`src/rtl/uart_pkg.sv`:
```
// Shared definitions for the user UART receiver: FSM states, read-word
// bit positions and the default bit period.
package uart_pkg;

    typedef enum logic [1:0] {
        IDLE  = 2'd0,
        START = 2'd1,
        DATA  = 2'd2,
        STOP  = 2'd3
    } rx_state_e;

    localparam int RD_VALID_BIT   = 8;
    localparam int RD_OVERRUN_BIT = 9;
    localparam int RD_FERR_BIT    = 10;

    localparam int CLK_DIV_DEFAULT = 434;

endpackage

```
`src/rtl/user_uart_rx_sync_fifo.sv`:
```
// Synchronous FIFO with show-ahead head output; DEPTH must be a power of two >= 2.
module sync_fifo #(
    parameter int WIDTH = 8,
    parameter int DEPTH = 16
) (
    input  logic             clk,
    input  logic             rst,
    input  logic             push,
    input  logic             pop,
    input  logic [WIDTH-1:0] din,
    output logic             full,
    output logic             empty,
    output logic [WIDTH-1:0] head
);

    localparam int AW = $clog2(DEPTH);

    logic [WIDTH-1:0] mem_r [DEPTH];
    logic [AW:0]      wr_ptr_r;
    logic [AW:0]      rd_ptr_r;

    // Pointers carry one extra wrap bit to tell full from empty.
    always_ff @(posedge clk) begin
        if (rst) begin
            wr_ptr_r <= '0;
            rd_ptr_r <= '0;
        end else begin
            if (push) begin
                wr_ptr_r <= wr_ptr_r + {{AW{1'b0}}, 1'b1};
            end
            if (pop) begin
                rd_ptr_r <= rd_ptr_r + {{AW{1'b0}}, 1'b1};
            end
        end
    end

    // Storage array; contents need no reset since the pointers gate visibility.
    always_ff @(posedge clk) begin
        if (push) begin
            mem_r[wr_ptr_r[AW-1:0]] <= din;
        end
    end

    assign empty = (wr_ptr_r == rd_ptr_r);
    assign full  = (wr_ptr_r[AW-1:0] == rd_ptr_r[AW-1:0]) && (wr_ptr_r[AW] != rd_ptr_r[AW]);
    assign head  = mem_r[rd_ptr_r[AW-1:0]];

endmodule

```
`src/rtl/user_uart_rx.sv`:
```
// 8N1 UART receiver as a naive_bus read slave. Define USER_UART_RX_FIFO_EN for a
// FIFO_DEPTH-entry receive FIFO; otherwise a single holding register is used.
module user_uart_rx
    import uart_pkg::*;
#(
    parameter int CLK_DIV    = CLK_DIV_DEFAULT,
    parameter int FIFO_DEPTH = 16
) (
    input  logic        clk,
    input  logic        rst,
    input  logic        i_uart_rx,
    input  logic        rd_req,
    output logic        rd_gnt,
    input  logic [31:0] rd_addr,
    output logic [31:0] rd_data,
    input  logic        wr_req,
    output logic        wr_gnt,
    input  logic [31:0] wr_addr,
    input  logic [31:0] wr_data,
    input  logic [3:0]  wr_be
);

    localparam logic [15:0] HALF_BIT = 16'(CLK_DIV / 2);
    localparam logic [15:0] FULL_BIT = 16'(CLK_DIV);

    logic        sync1_r, sync2_r, rx_prev_r;
    rx_state_e   state_r, state_nxt_s;
    logic [15:0] cnt_r, cnt_nxt_s;
    logic [2:0]  bit_cnt_r, bit_cnt_nxt_s;
    logic [7:0]  shift_r, shift_nxt_s;
    logic        push_s, ferr_set_s, fall_s;
    logic        push_ok_s, pop_s, ovr_set_s;
    logic        full_s, empty_s;
    logic [7:0]  head_s;
    logic        overrun_r, frame_err_r;
    logic [31:0] rd_word_s, rd_data_r;
    logic        unused_s;

    assign unused_s = ^{rd_addr, wr_addr, wr_data, wr_be};

    // Two-flop synchroniser plus one-cycle history for start-edge detection.
    always_ff @(posedge clk) begin
        if (rst) begin
            sync1_r   <= 1'b1;
            sync2_r   <= 1'b1;
            rx_prev_r <= 1'b1;
        end else begin
            sync1_r   <= i_uart_rx;
            sync2_r   <= sync1_r;
            rx_prev_r <= sync2_r;
        end
    end

    assign fall_s = rx_prev_r & ~sync2_r;

    // Receive FSM state and datapath registers.
    always_ff @(posedge clk) begin
        if (rst) begin
            state_r   <= IDLE;
            cnt_r     <= 16'd0;
            bit_cnt_r <= 3'd0;
            shift_r   <= 8'd0;
        end else begin
            state_r   <= state_nxt_s;
            cnt_r     <= cnt_nxt_s;
            bit_cnt_r <= bit_cnt_nxt_s;
            shift_r   <= shift_nxt_s;
        end
    end

    // Next-state logic; a count of 1 marks the last cycle of an interval, so the
    // interval length equals the value loaded.
    always_comb begin
        state_nxt_s   = state_r;
        cnt_nxt_s     = cnt_r;
        bit_cnt_nxt_s = bit_cnt_r;
        shift_nxt_s   = shift_r;
        push_s        = 1'b0;
        ferr_set_s    = 1'b0;
        case (state_r)
            IDLE: begin
                if (fall_s) begin
                    state_nxt_s = START;
                    cnt_nxt_s   = HALF_BIT;
                end else begin
                    state_nxt_s = IDLE;
                end
            end
            START: begin
                if (cnt_r == 16'd1) begin
                    if (!sync2_r) begin
                        state_nxt_s   = DATA;
                        cnt_nxt_s     = FULL_BIT;
                        bit_cnt_nxt_s = 3'd0;
                    end else begin
                        state_nxt_s = IDLE;
                        cnt_nxt_s   = 16'd0;
                    end
                end else begin
                    cnt_nxt_s = cnt_r - 16'd1;
                end
            end
            DATA: begin
                if (cnt_r == 16'd1) begin
                    shift_nxt_s = {sync2_r, shift_r[7:1]};
                    cnt_nxt_s   = FULL_BIT;
                    if (bit_cnt_r == 3'd7) begin
                        state_nxt_s   = STOP;
                        bit_cnt_nxt_s = 3'd0;
                    end else begin
                        bit_cnt_nxt_s = bit_cnt_r + 3'd1;
                    end
                end else begin
                    cnt_nxt_s = cnt_r - 16'd1;
                end
            end
            STOP: begin
                if (cnt_r == 16'd1) begin
                    push_s      = sync2_r;
                    ferr_set_s  = ~sync2_r;
                    state_nxt_s = IDLE;
                    cnt_nxt_s   = 16'd0;
                end else begin
                    cnt_nxt_s = cnt_r - 16'd1;
                end
            end
            default: begin
                state_nxt_s = IDLE;
                cnt_nxt_s   = 16'd0;
            end
        endcase
    end

    // A full buffer still accepts a byte when the head leaves in the same cycle.
    assign pop_s     = rd_req & ~empty_s;
    assign push_ok_s = push_s & (~full_s | pop_s);
    assign ovr_set_s = push_s & full_s & ~pop_s;

`ifdef USER_UART_RX_FIFO_EN
    sync_fifo #(
        .WIDTH (8),
        .DEPTH (FIFO_DEPTH)
    ) u_fifo (
        .clk   (clk),
        .rst   (rst),
        .push  (push_ok_s),
        .pop   (pop_s),
        .din   (shift_r),
        .full  (full_s),
        .empty (empty_s),
        .head  (head_s)
    );
`else
    logic        hold_valid_r;
    logic [7:0]  hold_data_r;
    logic [31:0] unused_depth_s;

    assign unused_depth_s = 32'(FIFO_DEPTH);

    // Single-entry holding register.
    always_ff @(posedge clk) begin
        if (rst) begin
            hold_valid_r <= 1'b0;
            hold_data_r  <= 8'd0;
        end else if (push_ok_s) begin
            hold_valid_r <= 1'b1;
            hold_data_r  <= shift_r;
        end else if (pop_s) begin
            hold_valid_r <= 1'b0;
        end
    end

    assign full_s  = hold_valid_r;
    assign empty_s = ~hold_valid_r;
    assign head_s  = hold_data_r;
`endif

    // Sticky error flags: cleared by any read unless set again that cycle.
    always_ff @(posedge clk) begin
        if (rst) begin
            overrun_r   <= 1'b0;
            frame_err_r <= 1'b0;
        end else begin
            overrun_r   <= ovr_set_s  | (overrun_r   & ~rd_req);
            frame_err_r <= ferr_set_s | (frame_err_r & ~rd_req);
        end
    end

    always_comb begin
        rd_word_s                 = 32'd0;
        rd_word_s[7:0]            = empty_s ? 8'd0 : head_s;
        rd_word_s[RD_VALID_BIT]   = ~empty_s;
        rd_word_s[RD_OVERRUN_BIT] = overrun_r;
        rd_word_s[RD_FERR_BIT]    = frame_err_r;
    end

    // Read data register holds until the next granted read.
    always_ff @(posedge clk) begin
        if (rst) begin
            rd_data_r <= 32'd0;
        end else if (rd_req) begin
            rd_data_r <= rd_word_s;
        end else begin
            rd_data_r <= rd_data_r;
        end
    end

    assign rd_gnt  = rd_req;
    assign wr_gnt  = wr_req;
    assign rd_data = rd_data_r;

endmodule

```
`config.mk`:
```
export PLATFORM = sky130hd
export DESIGN_NAME = user_uart_rx
export DESIGN_NICKNAME = d
export VERILOG_FILES = /design/src/rtl/uart_pkg.sv /design/src/rtl/user_uart_rx_sync_fifo.sv /design/src/rtl/user_uart_rx.sv
export SDC_FILE = /design/constraint.sdc
export NUM_CORES = 1
export LEC_CHECK = 0
export CORE_UTILIZATION = 42
export DETAILED_ROUTE_END_ITERATION = 6
export PLACE_DENSITY = 0.86
export RECOVER_POWER = 100
export SETUP_SLACK_MARGIN = 0.1
export SLEW_MARGIN = 30
export SYNTH_ARGS = -nofsm -noshare
export SYNTH_HDL_FRONTEND = slang
export SYNTH_SLANG_ARGS = --single-unit
```
`constraint.sdc`:
```
create_clock -name clk -period 4.5 [get_ports clk]
set_input_delay 0.45 -clock clk [delete_from_list [all_inputs] [get_ports clk]]
set_output_delay 0.45 -clock clk [all_outputs]
set_load 0.05 [all_outputs]
```
==> impl_metrics.toml, run 1 <==
[setup_path]
worstSetupPathType = "flop to flop"
r2r-start = "cnt_r[1]$_SDFFE_PP0P_"
worstPathRequired_ns = 4.64
end_kind = "flop"
rr_endpoint = "head_s[5]$_SDFFE_PP0P_"
startpoint = "cnt_r[1]$_SDFFE_PP0P_"
crit_fanout = 8
crit_end = "head_s[5]$_SDFFE_PP0P_"
reg2regPathDepth = 7
startpoint_type = "flop"
crit_arrival_ns = 3.39
rrSetupSlack_ns = 1.25

[status]
violations = "max-capacitance violations, max-slew violations"
status = "complete, but fails checks"

[timing]
hold_violations = 0
setup_ws_ns = 1.25
clock_skew_ns = 0.0118
post-route-period-util_pct = 72.2
fin_hold_ws_ns = 0.416
max_freq_mhz = 308
slew_violations = 36
tns_ns = 0
post-route-min-period_ns = 3.25
worst_pin_slew_ns = 1.51
slew_headroom_pct = -0.561
rsz0062_at_grt = "false"
finalSetupViolCount = 0

[placed_design]
gp_congestion = 0.847
postPlaceCellArea_mm2 = 0.00264
dpl.cell_count = 366
dp_hpwl_mm = 3.31
place_ws_ns = 1.71
io_buffer_count = 15

[die]
core.rowCount = 27
core_area_mm2 = 0.00568
die_w_um = 79.9
die_h_um = 79.9
io_pins = 139
start_util_pct = 44.9
dieArea_mm2 = 0.00638

[clocking]
clk_pin_slew_worst_paths_ns = 0.10
ctsHoldBuffers = 0
cts_sinks = 54
cts_tree = "built"
cts-root-buf = "clkbuf_8"
cts_made_buffers = 5
clk_latency_ns = 0.31
post_cts_resized = 0
htree_levels = 2
cts_setup_buffers = 0
cts_buffer_depth = 2

[detailed_routing]
vias_per_cell = 5.48
wl_per_cell_um = 13.0
first_iter_violations = 142
drt-total-wl_mm = 4.86
final_antenna_net_count = 0
first_pass_iters = 5
drc = 0
vias = 2048

[layout]
stdcell_area_mm2 = 0.00273
seq_area_mm2 = 0.00108
nFillCells = 529
multi_input_area_mm2 = 0.00126
nets = 410
n_antenna_cell = 0
final_cells = 374
drive_gt1_share_pct = 6.95
area_delta_synth_final_pct = 7.37

[synthesis]
synth_seq_cells = 54
yosysWarnings = 0
synth_area_leaders = "dfxtp_1 (42%), buf_4 (7.1%), a21oi_1 (5.5%)"
yosysUniqueCellTypes = 41
synth_most_common_cell = "dfxtp_1"
synthFlopType = "dfxtp_1"
async_flop_share_pct = 0
syn_area_per_cell_um2 = 8.63
synth_commonest_cells = "dfxtp_1 (54), nand2_1 (30), a21oi_1 (28), nor2_1 (25), buf_4 (24)"
yosysTopAreaCell = "dfxtp_1"
syn_area_mm2 = 0.00255
synth_top_area_share_pct = 42.5
seq_area_frac_synth_pct = 42.5
synth_edf_count = 0
syn_inst = 295

[global_route]
grt_antenna_before_repair = 0
grt-ovfl-total = 0
grt_start_max_net_pins = 36
gr-usage-all-layers_pct = 16.3
grt_pass1_wl_mm = 8.20
grt_pass1_vias = 1823

[pwr]
p_leak_nw = 1.07
peakVddDrop_v = 0.000188
p_per_area_mw_per_mm2 = 406

[hold_path]
min_path_type = "flop to flop"
hp-start = "sync1_r$_SDFF_PP1_"

[job]
cap_violations = 1
## worst min path at each step
stage,cells after the start,slack (ns),endpoint
2_1_floorplan,1,0.39,sync2_r$_SDFF_PP1_
3_3_place_gp,1,0.39,sync2_r$_SDFF_PP1_
3_5_place_dp,1,0.39,sync2_r$_SDFF_PP1_
4_1_cts,1,0.42,sync2_r$_SDFF_PP1_
5_1_grt,1,0.43,sync2_r$_SDFF_PP1_
6_report,1,0.42,sync2_r$_SDFF_PP1_
## per-layer routing
metal | wire length (µm) | track usage, %
met1 | 2150 | 19.0
met3 | 198 | 3.54
met2 | 2450 | 29.1
met4 | 60 | 5.71
met5 | 0 | 0
## state kept, by name, summed over array words and instances, names as in the netlist, named ones only
register / flops
bit_cnt_r: 3
cnt_r: 16
frame_err_r: 1
full_s: 1
head_s: 8
overrun_r: 1
rd_data: 11
rx_prev_r: 1
shift_r: 8
state_r: 1
sync1_r: 1
sync2_r: 1
## layout make-up
class | count | area share (%)
Sequential cell | 54 | 39.5
Tap cell | 72 | 3.30
Inverter | 3 | 0.412
Clock buffer | 6 | 3.02
Clock inverter | 2 | 1.42
Multi-Input combinational cell | 219 | 46.3
Timing Repair Buffer | 18 | 6.04
## placed cells by master, fill, tap and decap left out, types with 5 or more instances in the layout
master         Yosys  routed
dfxtp_1           54      54
nand2_1           30      30
a21oi_1           28      28
nor2_1            25      25
conb_1             1      21
nand2b_1          15      15
mux2i_1           13      13
dlygate4sd3_1      0      13
nand3_1           11      11
o21ai_0           11      11
nor3_1             8       8
a31oi_1            6       6
clkbuf_8           0       6
nor4_1             5       5
## metrics by stage
step                      util, %  power, mW
after floorplan                 -      0.765
after global placement       46.4      0.769
after detailed placement     46.5      0.780
after CTS                    48.7       1.12
after global routing         48.2       1.17
final                        48.2       1.11
## report_power, final
part / switching (mW) / internal (mW)
sequential: 0.0298 / 0.501
clock: 0.159 / 0.183
combinational: 0.162 / 0.0741
## critical path: stages (launching register included)
cell	delay [ns]
dfxtp_1	0.34
inv_1	0.08
ha_1	0.17
or4b_2	0.66
nor4_1	0.78
nand4_1	0.64
mux2i_1	0.35
nor2_1	0.06
## kinds of logic (layout without fill, tap and decap cells)
family	after synthesis	in the layout	share of synthesized area, %
AOI/OAI and AO/OA	59	59	13.7
xor gates and xnor gates	1	1	0.344
adders and majority gates	4	4	1.97
buffers and inverters	42	29	10.2
DFF	54	54	42.5
muxes	13	13	5.11
other	1	21	0.147
and+or+nand+nor	121	121	26.1
No activity file was read; power rests on OpenSTA's default activity.
==> run 2, diff against run 1 <==
--- a/config.mk
+++ b/config.mk
@@ -5,9 +5,9 @@
 export SDC_FILE = /design/constraint.sdc
 export NUM_CORES = 1
 export LEC_CHECK = 0
-export CORE_UTILIZATION = 42
+export CORE_UTILIZATION = 39
 export DETAILED_ROUTE_END_ITERATION = 6
-export PLACE_DENSITY = 0.86
+export PLACE_DENSITY = 0.81
 export RECOVER_POWER = 100
 export SETUP_SLACK_MARGIN = 0.1
 export SLEW_MARGIN = 30
==> constraint.sdc (replaced) <==
create_clock -name clk -period 3.3 [get_ports clk]
set_input_delay 0.33 -clock clk [delete_from_list [all_inputs] [get_ports clk]]
set_output_delay 0.33 -clock clk [all_outputs]
set_load 0.05 [all_outputs]
==> impl_metrics.toml, run 2 (synthesis gave the netlist of run 1 again) <==
[layout]
largest_reg_flops = 16
nets = 412
nFillCells = 611
final_cell_mix = "dfxtp_1 (54), nand2_1 (30), a21oi_1 (28)"
utilization_pct = 43.0
drive_gt1_share_pct = 7.26
final_common_cell = "dfxtp_1"
top_register = "cnt_r"
n_antenna_cell = 0
area_delta_synth_final_pct = 6.68

[die]
start_util_pct = 40.3
die_w_um = 82.8
dieArea_mm2 = 0.00686
core.rowCount = 29
core_area_mm2 = 0.00631
die_h_um = 82.8
io_pins = 139

[clocking]
cts_tree = "built"
cts_made_buffers = 5
cts_buffer_depth = 2
cts-root-buf = "clkbuf_8"
cts_setup_buffers = 0
ctsHoldBuffers = 0
cts_sinks = 54
htree_levels = 2
clk_latency_ns = 0.31
post_cts_resized = 0
clk_pin_slew_worst_paths_ns = 0.09

[timing]
post-route-min-period_ns = 2.77
slew_headroom_pct = 44.2
hold_violations = 0
setup_ws_ns = 0.531
post-route-period-util_pct = 83.9
max_freq_mhz = 361
slew_violations = 0
tns_ns = 0
finalSetupViolCount = 0
clock_skew_ns = 0.0105
rsz0062_at_grt = "false"
worst_pin_slew_ns = 0.834

[global_route]
grt_start_max_net_pins = 49
grt_antenna_before_repair = 0
gr-usage-all-layers_pct = 13.7
grt_pass1_vias = 1769
grt-ovfl-total = 0
grt_pass1_wl_mm = 7.81

[placed_design]
gp_congestion = 0.833
place_ws_ns = 0.801
io_buffer_count = 15
dp_hpwl_mm = 3.16

[detailed_routing]
drc = 0
vias = 2001
drt-total-wl_mm = 4.63
first_pass_iters = 4
first_iter_violations = 183
final_antenna_net_count = 0
vias_per_cell = 5.27
wl_per_cell_um = 12.2

[setup_path]
cpPeakStageDelay_ns = 0.64
worstSetupPathType = "flop to flop"
worstPathRequired_ns = 3.50
crit_fanout = 14
startpoint_type = "flop"
end_kind = "flop"
slowest_stage = "or4b_2"
path_cells = "ha_1 > or4b_2 > nor4_1 > clkbuf_1 > nor3_1 > buf_4 > and4b_1 > a221o_1"
critPathTopFamily = "simple AND/OR/NAND/NOR gates"
path_buf_inv = 2
crit_arrival_ns = 2.97

[status]
status = "completed"

[pwr]
p_per_area_mw_per_mm2 = 514
peakVddDrop_v = 0.000277
p_leak_nw = 1.07

[hold_path]
min_path_type = "flop to flop"

[job]
cap_violations = 0
==> run 2: cell types whose count changed in the layout (fill, tap and decap cells not counted) <==
| cell | delta |
|---|---|
| and2_0 | -1 |
| bufinv_16 | -1 |
| buf_4 | +2 |
| clkbuf_8 | -1 |
| clkinv_2 | +1 |
| and2_1 | +1 |
==> run 2: power by group <==
group / total, mW / internal [mW] / switching, mW
Sequential: 0.724 / 0.684 / 0.0407
Clock: 0.354 / 0.147 / 0.207
Combinational: 0.319 / 0.102 / 0.217
==> run 2: final timing paths <==
path              cells after the start                      to                  start  slack [ns]
hold reg to reg                       1      sync2_r$_SDFF_PP1_     sync1_r$_SDFF_PP1_        0.42
setup / recovery                      8  cnt_r[14]$_SDFFE_PP0P_  cnt_r[0]$_SDFFE_PP0P_        0.53
setup reg to reg                      8  cnt_r[14]$_SDFFE_PP0P_  cnt_r[0]$_SDFFE_PP0P_        0.53
hold / removal                        1      sync2_r$_SDFF_PP1_     sync1_r$_SDFF_PP1_        0.42
==> run 2: final cells by class <==
cell class	count	area [µm²]	share of cell area [%]
Clock inverter	2	13.8	0.507
Inverter	3	11.3	0.415
Tap cell	77	96.3	3.55
Sequential cell	54	1080	39.8
Timing Repair Buffer	20	180	6.63
Multi-Input combinational cell	219	1260	46.6
Clock buffer	5	68.8	2.53
==> run 2: per-stage QoR <==
step	instances	cell area, µm²	power, mW	hold slack (ns)
2_1_floorplan	315	2620	1.04	0.389
3_3_place_gp	373	2660	1.05	0.392
3_5_place_dp	373	2660	1.07	0.400
4_1_cts	380	2750	1.42	0.422
5_1_grt	380	2720	1.47	0.447
6_report	380	2720	1.40	0.418
==> run 2: routing by layer <==
layer  vias up  GRT usage (%)  share of wire [%]
li1       1006              -                  -
met1       939           17.3                 47
met2        50           22.5                 47
met3         6           2.39                3.5
met4         0           6.74                1.8
met5         -              0                  0
==> run 3, diff against run 2 <==
--- a/config.mk
+++ b/config.mk
@@ -5,9 +5,9 @@
 export SDC_FILE = /design/constraint.sdc
 export NUM_CORES = 1
 export LEC_CHECK = 0
-export CORE_UTILIZATION = 39
+export CORE_UTILIZATION = 35
 export DETAILED_ROUTE_END_ITERATION = 6
-export PLACE_DENSITY = 0.81
+export PLACE_DENSITY = 0.76
 export RECOVER_POWER = 100
 export SETUP_SLACK_MARGIN = 0.1
 export SLEW_MARGIN = 30
==> constraint.sdc (replaced) <==
create_clock -name clk -period 2.44 [get_ports clk]
set_input_delay 0.244 -clock clk [delete_from_list [all_inputs] [get_ports clk]]
set_output_delay 0.244 -clock clk [all_outputs]
set_load 0.05 [all_outputs]
==> impl_metrics.toml, run 3 (synthesis gave the netlist of run 1 again) <==
[global_route]
top_usage_layer = "met2"
grt-ovfl-total = 0
grt_pass1_wl_mm = 8.50
met2_usage_pct = 23.1
gr-usage-all-layers_pct = 13.9
grt_start_max_net_pins = 27
met3_usage_pct = 2.27
grt_pass1_vias = 1916
grt_antenna_before_repair = 0
met1_usage_pct = 17.6

[clocking]
clk_latency_ns = 0.32
cts_tree = "built"
ctsHoldBuffers = 0
cts_made_buffers = 5
cts-root-buf = "clkbuf_8"
clk_pin_slew_worst_paths_ns = 0.11
cts_sinks = 54
cts_buffer_depth = 2
cts_setup_buffers = 0
htree_levels = 2

[pwr]
p_leak_nw = 1.12
p_per_area_mw_per_mm2 = 707
power.total_mw = 2.02
peakVddDrop_v = 0.000235

[timing]
hold_violations = 0
finalSetupViolCount = 0
max_freq_mhz = 440
post-route-min-period_ns = 2.27
tns_ns = 0
worst_pin_slew_ns = 1.01
slew_headroom_pct = 32.6
post-route-period-util_pct = 93.1
rsz0062_at_grt = "true"
clock_skew_ns = 0.00945
slew_violations = 0

[detailed_routing]
first_iter_violations = 117
wl_per_cell_um = 12.1
drt-total-wl_mm = 5.00
drc = 0
final_antenna_net_count = 0
vias_per_cell = 5.05
first_pass_iters = 4
vias = 2084

[placed_design]
gp_congestion = 0.823
io_buffer_count = 15
dp_hpwl_mm = 3.50

[layout]
n_antenna_cell = 0
nFillCells = 687
largest_reg_flops = 16
final_cell_mix = "dfxtp_1 (54), nand2_1 (30), a21oi_1 (28)"
utilization_pct = 41.4
area_delta_synth_final_pct = 12.2
top_register = "cnt_r"
final_common_cell = "dfxtp_1"
nets = 425
drive_gt1_share_pct = 11.4

[job]
cap_violations = 0

[setup_path]
path_cells = "or4_4 > or4b_1 > nor2_4 > a21boi_2 > a221o_1"
slowest_stage = "or4b_1"
crit_arrival_ns = 2.49
end_kind = "flop"
crit_fanout = 7
startpoint_type = "flop"
worstSetupPathType = "flop to flop"
worstPathRequired_ns = 2.66
cpPeakStageDelay_ns = 0.66

[die]
core_area_mm2 = 0.00691
io_pins = 139
dieArea_mm2 = 0.00762
die_h_um = 87.3
start_util_pct = 36.9
core.rowCount = 30
die_w_um = 87.3

[hold_path]
min_path_type = "flop to flop"

[status]
status = "completed"
==> run 3: stage by stage <==
| stage | cell area (µm²) | hold WS, ns | worst slack [ns] | instances |
|---|---|---|---|---|
| floorplan | 2620 | 0.348 | 0.216 | 315 |
| global placement | 2780 | 0.393 | 0.167 | 405 |
| detailed placement | 2780 | 0.415 | 0.124 | 405 |
| CTS | 2870 | 0.441 | 0.126 | 413 |
| global route | 2860 | 0.482 | 0.0609 | 413 |
| finish | 2860 | 0.435 | 0.167 | 413 |
==> run 3: area by class of cell <==
class | count | area (µm²) | area share, %
Timing Repair Buffer | 33 | 253 | 8.85
Clock buffer | 5 | 68.8 | 2.41
Multi-Input combinational cell | 219 | 1290 | 45.3
Inverter | 3 | 11.3 | 0.394
Sequential cell | 54 | 1080 | 37.8
Tap cell | 96 | 120 | 4.20
Clock inverter | 3 | 28.8 | 1.01
==> run 3: critical path: cells and delay by family, from the launching register on <==
family          cells  cell delay, ns
compound gates      2            0.37
flops               1            0.37
simple gates        3            1.42
==> run 3: layer usage <==
metal / wire length [µm] / up-vias
li1: - / 1036
met1: 2310 / 979
met2: 2400 / 58
met3: 187 / 11
met4: 109 / 0
met5: 0 / -
==> run 3: power by group <==
| group | leakage, nW | switching, mW | internal [mW] |
|---|---|---|---|
| Combinational | 0.637 | 0.341 | 0.177 |
| Sequential | 0.437 | 0.0426 | 0.925 |
| Clock | 0.0506 | 0.320 | 0.215 |
| Total | 1.12 | 0.704 | 1.32 |
==> run 3: path summary, 6_finish.rpt <==
| kind | endpoint | depth (start not counted) | start | slack, ns |
|---|---|---|---|---|
| hold reg to reg | sync2_r$_SDFF_PP1_ | 1 | sync1_r$_SDFF_PP1_ | 0.44 |
| setup / recovery | cnt_r[14]$_SDFFE_PP0P_ | 5 | cnt_r[5]$_SDFFE_PP0P_ | 0.17 |
| setup reg to reg | cnt_r[14]$_SDFFE_PP0P_ | 5 | cnt_r[5]$_SDFFE_PP0P_ | 0.17 |
| hold / removal | sync2_r$_SDFF_PP1_ | 1 | sync1_r$_SDFF_PP1_ | 0.44 |
==> run 3: what timing repair did <==
action / 4_1_cts / 5_1_grt
hold endpoints to repair: 0 / 0
pin swaps: 1 / 1
gates resized for setup: 0 / 4
setup endpoints to repair: 1 / 23
